[src/rtl/k_means_sequencer.sv]
// Frame-level controller for the k-means centroid engine: seeds and resets the engine
// each frame, gates the mask stream into it, and publishes tracked results under a watchdog.
module k_means_sequencer #(
    parameter int TIMEOUT_CYCLES = 1_000_000,
    parameter int WIDTH          = 320,
    parameter int HEIGHT         = 180
) (
    input  logic            clk_in,
    input  logic            rst_in,
    input  logic            frame_start_in,
    input  logic            frame_end_in,
    input  logic            pixel_valid_in,
    input  logic [2:0]      num_balls_in,
    input  logic            reseed_in,
    output logic            km_rst_out,
    output logic [6:0][8:0] km_centroids_x_out,
    output logic [6:0][7:0] km_centroids_y_out,
    output logic [2:0]      km_num_balls_out,
    output logic            km_pixel_valid_out,
    output logic            km_new_frame_out,
    input  logic            km_valid_in,
    input  logic [6:0][8:0] km_centroids_x_in,
    input  logic [6:0][7:0] km_centroids_y_in,
    output logic [6:0][8:0] centroids_x_out,
    output logic [6:0][7:0] centroids_y_out,
    output logic            valid_out,
    output logic            busy_out,
    output logic            timeout_out,
    output logic [7:0]      drop_count_out
);

    localparam int WD_W = (TIMEOUT_CYCLES > 2) ? $clog2(TIMEOUT_CYCLES) : 1;
    localparam logic [WD_W-1:0] WD_LAST = WD_W'(TIMEOUT_CYCLES - 1);

    // Seed i defaults to x = 48*i + 24 (evenly spread across the frame), y = 90 (mid-height).
    localparam logic [6:0][8:0] DEFAULT_X = {9'd312, 9'd264, 9'd216, 9'd168, 9'd120, 9'd72, 9'd24};
    localparam logic [6:0][7:0] DEFAULT_Y = {7{8'd90}};

    typedef enum logic [2:0] {
        S_IDLE,
        S_ARM,
        S_CAPTURE,
        S_SOLVE,
        S_ABORT
    } state_e;

    state_e          state_q,     state_d;
    logic [6:0][8:0] seed_x_q,    seed_x_d;
    logic [6:0][7:0] seed_y_q,    seed_y_d;
    logic [6:0][8:0] pub_x_q,     pub_x_d;
    logic [6:0][7:0] pub_y_q,     pub_y_d;
    logic [2:0]      num_balls_q, num_balls_d;
    logic            valid_q,     valid_d;
    logic            timeout_q,   timeout_d;
    logic            new_frame_q, new_frame_d;
    logic            pending_q,   pending_d;
    logic [7:0]      drop_q,      drop_d;
    logic [WD_W-1:0] wd_q,        wd_d;

    logic [2:0] nb_clamped;
    logic       reseed_req;
    logic       drop_event;

    assign nb_clamped = (num_balls_in == 3'd0) ? 3'd1 : num_balls_in;
    assign reseed_req = pending_q | reseed_in;
    assign drop_event = frame_start_in &&
                        (state_q == S_CAPTURE || state_q == S_SOLVE || state_q == S_ABORT);

    // NOTE: every variable gets its default first, so no path through the case can infer a latch.
    always_comb begin
        state_d     = state_q;
        seed_x_d    = seed_x_q;
        seed_y_d    = seed_y_q;
        pub_x_d     = pub_x_q;
        pub_y_d     = pub_y_q;
        num_balls_d = num_balls_q;
        valid_d     = 1'b0;
        timeout_d   = 1'b0;
        new_frame_d = 1'b0;
        pending_d   = reseed_req;
        drop_d      = drop_q;
        wd_d        = wd_q;

        if (drop_event && drop_q != 8'hFF) begin
            drop_d = drop_q + 8'd1;
        end

        case (state_q)
            S_IDLE: begin
                if (frame_start_in) begin
                    num_balls_d = nb_clamped;
                    if (nb_clamped != num_balls_q || reseed_req) begin
                        seed_x_d  = DEFAULT_X;
                        seed_y_d  = DEFAULT_Y;
                        pending_d = 1'b0;
                    end
                    state_d = S_ARM;
                end
            end
            S_ARM: state_d = S_CAPTURE;
            S_CAPTURE: begin
                if (frame_end_in) begin
                    new_frame_d = 1'b1;
                    wd_d        = '0;
                    state_d     = S_SOLVE;
                end
            end
            S_SOLVE: begin
                // A result arriving on the expiry cycle still wins over the abort.
                if (km_valid_in) begin
                    pub_x_d = km_centroids_x_in;
                    pub_y_d = km_centroids_y_in;
                    valid_d = 1'b1;
                    for (int i = 0; i < 7; i++) begin
                        if (32'(km_centroids_x_in[i]) >= WIDTH || 32'(km_centroids_y_in[i]) >= HEIGHT) begin
                            seed_x_d[i] = DEFAULT_X[i];
                            seed_y_d[i] = DEFAULT_Y[i];
                        end else begin
                            seed_x_d[i] = km_centroids_x_in[i];
                            seed_y_d[i] = km_centroids_y_in[i];
                        end
                    end
                    state_d = S_IDLE;
                end else if (wd_q == WD_LAST) begin
                    timeout_d = 1'b1;
                    seed_x_d  = DEFAULT_X;
                    seed_y_d  = DEFAULT_Y;
                    state_d   = S_ABORT;
                end else begin
                    wd_d = wd_q + WD_W'(1);
                end
            end
            S_ABORT: state_d = S_IDLE;
            default: state_d = S_IDLE;
        endcase
    end

    // NOTE: state registers use non-blocking assignments so all of them update together at the edge.
    always_ff @(posedge clk_in) begin
        if (rst_in) begin
            state_q     <= S_IDLE;
            seed_x_q    <= DEFAULT_X;
            seed_y_q    <= DEFAULT_Y;
            pub_x_q     <= '0;
            pub_y_q     <= '0;
            num_balls_q <= 3'd1;
            valid_q     <= 1'b0;
            timeout_q   <= 1'b0;
            new_frame_q <= 1'b0;
            pending_q   <= 1'b0;
            drop_q      <= 8'd0;
            wd_q        <= '0;
        end else begin
            state_q     <= state_d;
            seed_x_q    <= seed_x_d;
            seed_y_q    <= seed_y_d;
            pub_x_q     <= pub_x_d;
            pub_y_q     <= pub_y_d;
            num_balls_q <= num_balls_d;
            valid_q     <= valid_d;
            timeout_q   <= timeout_d;
            new_frame_q <= new_frame_d;
            pending_q   <= pending_d;
            drop_q      <= drop_d;
            wd_q        <= wd_d;
        end
    end

    assign km_rst_out         = rst_in || state_q == S_ARM || state_q == S_ABORT;
    assign km_pixel_valid_out = pixel_valid_in && state_q == S_CAPTURE;
    assign km_centroids_x_out = seed_x_q;
    assign km_centroids_y_out = seed_y_q;
    assign km_num_balls_out   = num_balls_q;
    assign km_new_frame_out   = new_frame_q;
    assign centroids_x_out    = pub_x_q;
    assign centroids_y_out    = pub_y_q;
    assign valid_out          = valid_q;
    assign timeout_out        = timeout_q;
    assign busy_out           = state_q != S_IDLE;
    assign drop_count_out     = drop_q;

endmodule

[config.mk]
export PLATFORM = sky130hd
export DESIGN_NAME = k_means_sequencer
export DESIGN_NICKNAME = d
export VERILOG_FILES = /design/src/rtl/k_means_sequencer.sv
export SDC_FILE = /design/constraint.sdc
export NUM_CORES = 1
export LEC_CHECK = 0
export ABC_AREA = 1
export BUFFER_PORTS_ARGS = -buffer_cell sky130_fd_sc_hd__buf_2
export CAP_MARGIN = 20
export CORE_AREA = 2 2 209 129
export CTS_CLUSTER_DIAMETER = 120
export DETAILED_ROUTE_END_ITERATION = 8
export DIE_AREA = 0 0 211 131
export GPL_ROUTABILITY_DRIVEN = 0
export PLACE_DENSITY = 0.77
export RECOVER_POWER = 25
export SYNTH_ARGS = -nofsm -noshare
export SYNTH_HDL_FRONTEND = slang
export SYNTH_SLANG_ARGS = --single-unit
export TNS_END_PERCENT = 100
[constraint.sdc]
create_clock -name clk_in -period 1.9 [get_ports clk_in]
set_clock_uncertainty 0.1 [all_clocks]
set_input_delay 0.095 -clock clk_in [delete_from_list [all_inputs] [get_ports clk_in]]
set_output_delay 0.095 -clock clk_in [all_outputs]
set_load 0.005 [all_outputs]
## Yosys cells after proc, flatten, opt, wreduce, memory -nomap -nowiden

Index checks and enable logic that the tools add are counted.

- Output and inout bits: 255
- Register bits: 276
- Bits of input ports: 129
- Word-level logic and storage cells: 136

- Magnitude comparators: 14
- Reductions and logical operators: 28
- $add $sub $neg: 2
- Bitwise logic cells: 3
- Mux-type cells: 40
- Eq/ne operators: 13

Operators with widths:

| cell | count |
|---|---|
| 2-to-1 mux 63 bit | 4 |
| 2-to-1 mux 56 bit | 4 |
| case mux 63 bit (2 select lines) | 1 |
| case mux 56 bit (2 select lines) | 1 |
| greater-or-equal comparator 9 bit (second input constant) | 7 |
| 2-to-1 mux 9 bit | 7 |
| 2-to-1 mux 20 bit | 3 |
| greater-or-equal comparator 8 bit (second input constant) | 7 |
| 2-to-1 mux 8 bit | 7 |
| case mux 20 bit (2 select lines) | 1 |
| adder 20 x 1 -> 20 bit (second input constant) | 1 |
| equality test 20 bit (second input constant) | 1 |
| 2-to-1 mux 3 bit | 5 |
| logical OR 1 bit | 12 |
| case mux 3 bit (4 select lines) | 1 |
| != test 2 bit (second input constant) | 5 |
| adder 8 x 1 -> 8 bit (second input constant) | 1 |
| != test 8 bit (second input constant) | 1 |
| AND reduction 4 bit | 2 |
| equality test 3 x 2 -> 1 bit (second input constant) | 2 |
| logical NOT 3 bit | 2 |
| 2-to-1 mux 1 bit | 6 |
| AND reduction 2 bit | 2 |
| nonzero test 2 bit | 2 |
| 11 further kinds | 15 |

## Depth between registers and ports, before layout

Gate-level depths: netlist of the first run.

- Word-level depth: 7
- Depth in mapped cells: 13
- Mapped depth without buffers: 12

## Worst setup path after synthesis of the first run

No wires, ideal clock.

- Path kind: reg2reg
- From: register wd_q[0]
- To: register seed_x_q, in the netlist km_centroids_x_out[30]
- Data required time: 1670 ps
- Clock period less this slack: 2004 ps
- Path slack: -104 ps
- Stages on the path, launching flop included: 13
- Buffers on the path: 2
- Arrival time: 1774 ps
- Setup time: 130 ps
- Cells stage by stage: dfxtp_1 -> ha_1 -> nand2_2 -> nor2_4 -> nand2_2 -> nor2_2 -> nand2_2 -> a21oi_4 -> nand2_2 -> buf_2 -> buf_6 -> nand2_1 -> nand3_1

- Word-level cells in the longest chain between the ends: 3

RTL lines:

| item | RTL line | text |
|---|---|---|
| from (decl) | 58 | `logic [WD_W-1:0] wd_q, wd_d;` |
| from (signal assigned) | 165 | `wd_q <= wd_d;` |
| equality test 20 bit | 124 | `end else if (wd_q == WD_LAST) begin` |
| != test 3 x 2 -> 1 bit (no line) | n/a |  |
| AND reduction 4 bit (no line) | n/a |  |
| to (signal assigned) | 142 | `seed_x_q <= DEFAULT_X;` |
| to (signal assigned) | 155 | `seed_x_q <= seed_x_d;` |
| to (decl) | 48 | `logic [6:0][8:0] seed_x_q, seed_x_d;` |

Every way passes these cells.
A chain may end at the register's enable or synchronous reset.

## Worst setup path after layout of the first run

- From: register wd_q[1]
- To: register seed_x_q, in the netlist km_centroids_x_out[55]

Same word-level chain as after synthesis.

==> summary.md, run 1 <==
| Metric | Value |
|---|---|
| FMAX | 498 MHz |
| Num CTS Buffers | 27 |
| Seq/Total Area, Yosys | 47.4% |
| CP Launch Type | register |
| Max VDD drop | 0.554 mV |
| DRT antenna net count | 0 |
| Clk slew on worst S/H paths | 0.07 ns |
| Die Footprint | 27600 um2 |
| Yosys cell types | 34 |
| Setup_tns | -3.18 ns |
| FILL cells | 2049 |
| Post-synthesis cell area | 11700 um2 |
| Gr busiest metal | met2 |
| Layout cell share with drive strength beyond 1 | 26.0% |
| Core area | 25800 um2 |
| Pwr Density | 1030 nW/um2 |
| Iter 0 DRT Violations | 2045 |
| Worst EP required | 2.26 ns |
| Most common cell in the netlist | nand2_1 |
| GR Overflow Total | 0 |
| M3 GR Usage | 8.46% |
| DRT Wirelength | 51100 um |
| Syn Inst Count | 1660 |
| IO Pins | 384 |
| Final WS setup | -0.108 ns |
| Initial antenna violation count | 0 |
| Leakage | 7.97 nW |
| Die width | 211 um |
| Largest net degree at the start of global routing | 56 |
| CP Cell Sequence | ha_4, nand2_4, nor2_4, nand2_2, nor2_4, nand2_4, a21oi_4, buf_12, buf_4, buf_16, nand3_1, nand2_1, nor2_1 |
| DR DRC count | 0 |
| Final Instance Count excl. Fillers | 2582 |
| FF-to-FF End | km_centroids_x_out[55] |
| Multi-input gate area | 5680 um2 |
| Reg area | 5530 um2 |
| Cell count of the worst reg-to-reg path | 13 |
| Synth cell count leaders | nand2_1, nor2_1, dfxtp_1 |
| FF-to-FF setup slack | -0.11 ns |
| Tot GR Track Use | 33.0% |
| Top cell type by total area after synthesis | dfxtp_1 |
| H-tree Lvls | 1 |
| Async set-or-reset flop fraction in the synthesized netlist | 0% |
| Number of port buffers | 383 |
| Via count | 14500 |
| Crit path DAT | 2.37 ns |
| Setup violators final | 92 |
| CP Capture Point | km_centroids_x_out[55] |
| Number of vias per cell | 5.60 |
| Average cell area after synthesis | 7.02 um2 |
| Post-synth EDFFs | 0 |
| Tot Pwr | 0.0181 W |
| Most used flip-flop cell after synthesis | dfxtp_1 |
| CP max FO | 12 |
| Post-synth top area share | 47.4% |
| Critical-path top delay cell | dfxtp_2 |
| Final Hold Viols | 0 |
| N_diodes | 0 |
| Setup Crit Path Kind | reg -> reg |
| Failing checks | setup timing |
| Ys Warns | 0 |
| Site Rows | 46 |
| Final worst path period need | 2.01 ns |
| Hold slack | 0.203 ns |
| Fin. max-slew vios | 0 |
| Chip Height | 131 um |
| Slew headroom | 59.3% |
| Longest Clk Path Bufs | 3 |
| Number of global-route vias before repair | 13200 |
| Met2 Use GR | 51.7% |
| Sink Count | 276 |
| DRT Pass-1 Iters | 6 |
| CTS tree | built |
| Status | finished with violations |
| CTS Root Cell | clkbuf_16 |
| DR WL/cell | 19.8 um |
| Endpoint type of the worst setup path | register |
| First-pass GRT wire length | 72100 um |
| Mapped Nets | 1791 |
| DP Cell Count | 2360 |
| Fin nets | 2359 |
| Initial core utilization | 45.1% |
| Met1 usage | 43.4% |
| MaxCap Viol Count | 0 |
| RSZ-0062 raised after global routing | yes |
| Area Overhead vs Synth | 50.6% |
| Worst setup startpoint | wd_q[1] |
| Worst skew pair latency | 0.56 ns |
| Top post-synthesis cells by area | dfxtp_1, nand2_1, nor2_1 |
| Post-DP HPWL | 31500 um |
| Worst slew pin tran | 0.605 ns |
| Tcrit/Tclk final | 106% |
| Worst hold path class | in -> reg |
| Yosys reg bits | 276 |
| Critical path's largest stage delay | 0.36 ns |
| Reg2reg start | wd_q[1] |
power by group:
part	internal [W]	leakage, nW	switching (W)
logic	0.00251	5.29	0.00325
registers	0.00652	2.25	0.000419
clock network	0.00299	0.427	0.00236
total	0.0120	7.97	0.00603
cell usage in the layout (no fill, tap or decap), types with 2 or more instances in the layout:
cell,synthesis,final
nand2_2,6,6
buf_6,9,15
clkinv_2,0,4
nand3_1,201,175
nand3_4,0,3
clkbuf_16,0,39
clkbuf_8,0,6
a21oi_1,93,92
o21ai_1,5,13
inv_1,42,38
nand2_4,0,5
buf_16,0,7
nand2_1,411,406
inv_2,1,3
inv_6,0,2
nor2_4,3,4
buf_2,20,311
nor4_1,3,3
buf_8,0,4
and2_1,10,10
dlygate4sd3_1,0,127
nor3_1,4,4
dfxtp_2,0,6
clkbuf_1,76,77
buf_4,6,93
buf_12,0,19
dfxtp_1,276,270
nor2_2,2,24
nor2_1,324,301
o21ai_0,69,60
nand3_2,0,23
inv_8,0,2
xor2_1,6,6
nand4_1,71,71
cell families after synthesis:
family / synth area share [%]
AO/OA/AOI/OAI: 7.58
XOR/XNOR: 0.526
adder cells (fa/ha/maj): 0.215
buffers and inverters: 6.27
flip-flops: 47.4
AND/OR/NAND/NOR: 38.0
sequential cells by signal, summed over array words and instances (netlist names):
register and flops:
km_centroids_y_out 56, timeout_out 1, km_centroids_x_out 63, centroids_y_out 56, wd_q 20, centroids_x_out 63, pending_q 1, drop_count_out 8
km_new_frame_out 1, valid_out 1, state_q 3, km_num_balls_out 3
timing repair:
action                     CTS  global route
setup endpoints to repair  121           191
hold buffers               127             0
gates resized for setup     24            81
setup buffers                7            22
hold endpoints to repair   263             0
cloned                       5            15
pin swaps                   11            18
stage by stage:
| stage | utilization (%) | setup slack, ns | area, um2 |
|---|---|---|---|
| after floorplan | - | 0.0281 | 11700 |
| after global placement | 55.8 | -0.0391 | 14400 |
| after detailed placement | 55.8 | -0.0908 | 14400 |
| after CTS | 65.3 | -0.0859 | 16900 |
| after global routing | 68.0 | -0.193 | 17600 |
| final | 68.0 | -0.108 | 17600 |
critical path, delay by kind of cell, from the launching register on:
family,cells,cell delay (ns)
compound gates,1,0.15
simple gates,8,0.72
flops,1,0.36
buf+inv,3,0.43
fa+ha+maj,1,0.15
metal layers:
metal	share of wire [%]	routed length, um
met5	0	0
met2	44	22300
met1	40	20500
met4	4.4	2260
met3	12	6040
layout make-up:
type / count / area share [%]
inverters: 44 / 1.01
flip-flops and latches: 276 / 31.5
well taps: 336 / 2.39
clock buffers: 39 / 4.44
multi-input cells: 1220 / 32.3
clock inverters: 8 / 0.449
repair buffers: 659 / 27.9
worst min path at each step:
stage / start / end / slack (ns) / cells after the start
after floorplan: km_valid_in / timeout_out / 0.07 / 1
after global placement: km_centroids_x_in[22] / centroids_x_out[22] / 0.23 / 3
after detailed placement: km_centroids_x_in[30] / centroids_x_out[30] / 0.24 / 3
after CTS: reseed_in / km_centroids_y_out[14] / 0.19 / 9
after global routing: km_centroids_y_in[49] / centroids_y_out[49] / 0.23 / 4
final: km_centroids_y_in[49] / centroids_y_out[49] / 0.20 / 4
(Power assumes the default switching activity.)
==> run 2: changes to the inputs <==
ABC_CLOCK_PERIOD_IN_PS = 1900   (was default)
CORE_AREA = 2 2 163 165   (was 2 2 209 129)
DIE_AREA = 0 0 165 167   (was 0 0 211 131)
==> summary.md, run 2 (synthesis results as in run 1) <==
| Metric | Value |
|---|---|
| Design Area, Final | 16900 um2 (-4.0%) |
| Setup_tns | -1.20 ns (+1.97 ns) |
| Site Rows | 59 (+28%) |
| Slew headroom | 61.3% (+2.0 points) |
| Num CTS Buffers | 30 (+11%) |
| Via count | 14100 (-2.7%) |
| Worst EP required | 2.29 ns (+0.03 ns) |
| CP Launch Type | register |
| Endpoint type of the worst setup path | register |
| Initial core utilization | 45.3% (+0.14 points) |
| Core area | 25800 um2 (-0.30%) |
| First-pass GRT wire length | 71200 um (-1.3%) |
| Leakage | 7.62 nW (-4.5%) |
| Critical path's largest stage delay | 0.36 ns (about the same) |
| FILL cells | 2106 (+2.8%) |
| Number of global-route vias before repair | 13500 (+1.8%) |
| Failing checks | setup timing |
| Commonest non-fill, non-tap cell in the layout | nand2_1 |
| DRT antenna net count | 0 (unchanged) |
| Final WS setup | -0.0903 ns (+0.0172 ns) |
| Longest Clk Path Bufs | 3 (unchanged) |
| CTS Root Cell | clkbuf_16 |
| Worst slew pin tran | 0.581 ns (-0.0237 ns) |
| Layout cell share with drive strength beyond 1 | 22.8% (-3.2 points) |
| Status | finished with violations |
| Worst hold path class | in -> reg |
| Iter 0 DRT Violations | 1516 (-26%) |
| Final Hold Viols | 0 (unchanged) |
| Tot GR Track Use | 32.7% (-0.31 points) |
| Clk slew on worst S/H paths | 0.07 ns (about the same) |
| CTS tree | built |
| Critical-path top delay cell | dfxtp_2 |
| Pwr Density | 1050 nW/um2 (+2.6%) |
| MaxCap Viol Count | 0 (unchanged) |
| Final core occ | 65.4% (-2.5 points) |
| FMAX | 502 MHz (+0.86%) |
| DP Worst Slack | -0.0284 ns (+0.0623 ns) |
| CP max FO | 30 (+18) |
| Largest net degree at the start of global routing | 98 (+75%) |
| Die Footprint | 27600 um2 (-0.31%) |
| DRT Pass-1 Iters | 6 (unchanged) |
| Reg area | 5530 um2 (about the same) |
| Tcrit/Tclk final | 105% (-0.90 points) |
| Tot Pwr | 0.0178 W (-1.5%) |
| Number of port buffers | 383 (unchanged) |
| Initial antenna violation count | 1 (+1) |
| Final worst path period need | 1.99 ns (-0.0172 ns) |
| CP Cell Sequence | ha_4, nand2_4, nor2_4, nand2_2, nor2_4, nand2_4, nand2_1, nand2_2, nor2_8, buf_12, nor2_1, nor2_1 |
| IO Pins | 384 (unchanged) |
| Number of vias per cell | 5.55 (-0.91%) |
| Worst skew pair latency | 0.56 ns (about the same) |
| DR DRC count | 0 (unchanged) |
| Crit path DAT | 2.38 ns (about the same) |
| Die width | 165 um (-22%) |
| Post-DP HPWL | 31000 um (-1.5%) |
| Max VDD drop | 0.774 mV (+40%) |
| Post-Place Cell Area | 14300 um2 (-0.56%) |
| GR Overflow Total | 0 (unchanged) |
| Commonest cells after routing, fill and taps aside | nand2_1, nor2_1, buf_2 |
| Multi-input gate area | 5560 um2 (-2.1%) |
| Area Overhead vs Synth | 44.6% |
| Chip Height | 167 um (+27%) |
| Setup Crit Path Kind | reg -> reg |
| DR WL/cell | 18.8 um (-5.1%) |
| RSZ-0062 raised after global routing | yes |
| Sink Count | 276 (unchanged) |
| Crit path buf inv count | 1 (-2) |
| Fin nets | 2307 (-2.2%) |
| Fin. max-slew vios | 0 (unchanged) |
| Setup violators final | 53 (-42%) |
| DRT Wirelength | 47600 um (-6.8%) |
| Critical path's top delay family | simple AND/OR/NAND/NOR gates |
| H-tree Lvls | 1 (unchanged) |
run 2: repair_timing:
action / CTS / global route
hold endpoints to repair: 252 / 0
gates cloned: 0 / 4
setup endpoints to repair: 97 / 206
gates resized for setup: 7 / 35
hold buffers: 127 / 0
pin swaps: 0 / 3
buffers inserted: 4 / 4
run 2: layout make-up:
| cell class | instances | share of cell area [%] |
|---|---|---|
| Clock inverter | 15 | 0.913 |
| Timing Repair Buffer | 604 | 24.8 |
| Multi-Input combinational cell | 1220 | 33.0 |
| Sequential cell | 276 | 32.8 |
| Antenna cell | 1 | 0.0148 |
| Tap cell | 335 | 2.49 |
| Clock buffer | 41 | 4.99 |
| Inverter | 44 | 1.02 |
run 2: stage by stage:
| step | hold WS, ns | std cells |
|---|---|---|
| 2_1_floorplan | 0.0735 | 1660 |
| 3_3_place_gp | 0.236 | 2340 |
| 3_5_place_dp | 0.238 | 2340 |
| 4_1_cts | 0.191 | 2527 |
| 5_1_grt | 0.218 | 2536 |
| 6_report | 0.215 | 2536 |
run 2: path summary, 6_finish.rpt:
kind / slack (ns) / cells past startpoint / from / end
max: -0.09 / 12 / wd_q[1] / km_centroids_x_out[46]
min: 0.21 / 4 / km_centroids_x_in[39] / centroids_x_out[39]
max reg2reg: -0.09 / 12 / wd_q[1] / km_centroids_x_out[46]
min reg2reg: 0.36 / 2 / km_centroids_y_out[6] / km_centroids_y_out[6]
run 2: layer usage:
metal | GRT usage [%] | up-vias | part of all wire [%]
li1 | - | 6471 | -
met4 | 20.3 | 0 | 6.9
met5 | 0 | - | 0
met3 | 7.82 | 230 | 10
met2 | 53.1 | 952 | 46
met1 | 38.8 | 6431 | 36
run 2: power breakdown:
group / internal (W) / switching [W]
Combinational: 0.00203 / 0.00294
Clock: 0.00339 / 0.00250
Sequential: 0.00652 / 0.000413
run 2: tightest hold or removal path, cell delays in order:
cell and delay, ns:
dlygate4sd3_1 0.52, buf_2 0.09, nor2_1 0.04, nor2_1 0.10
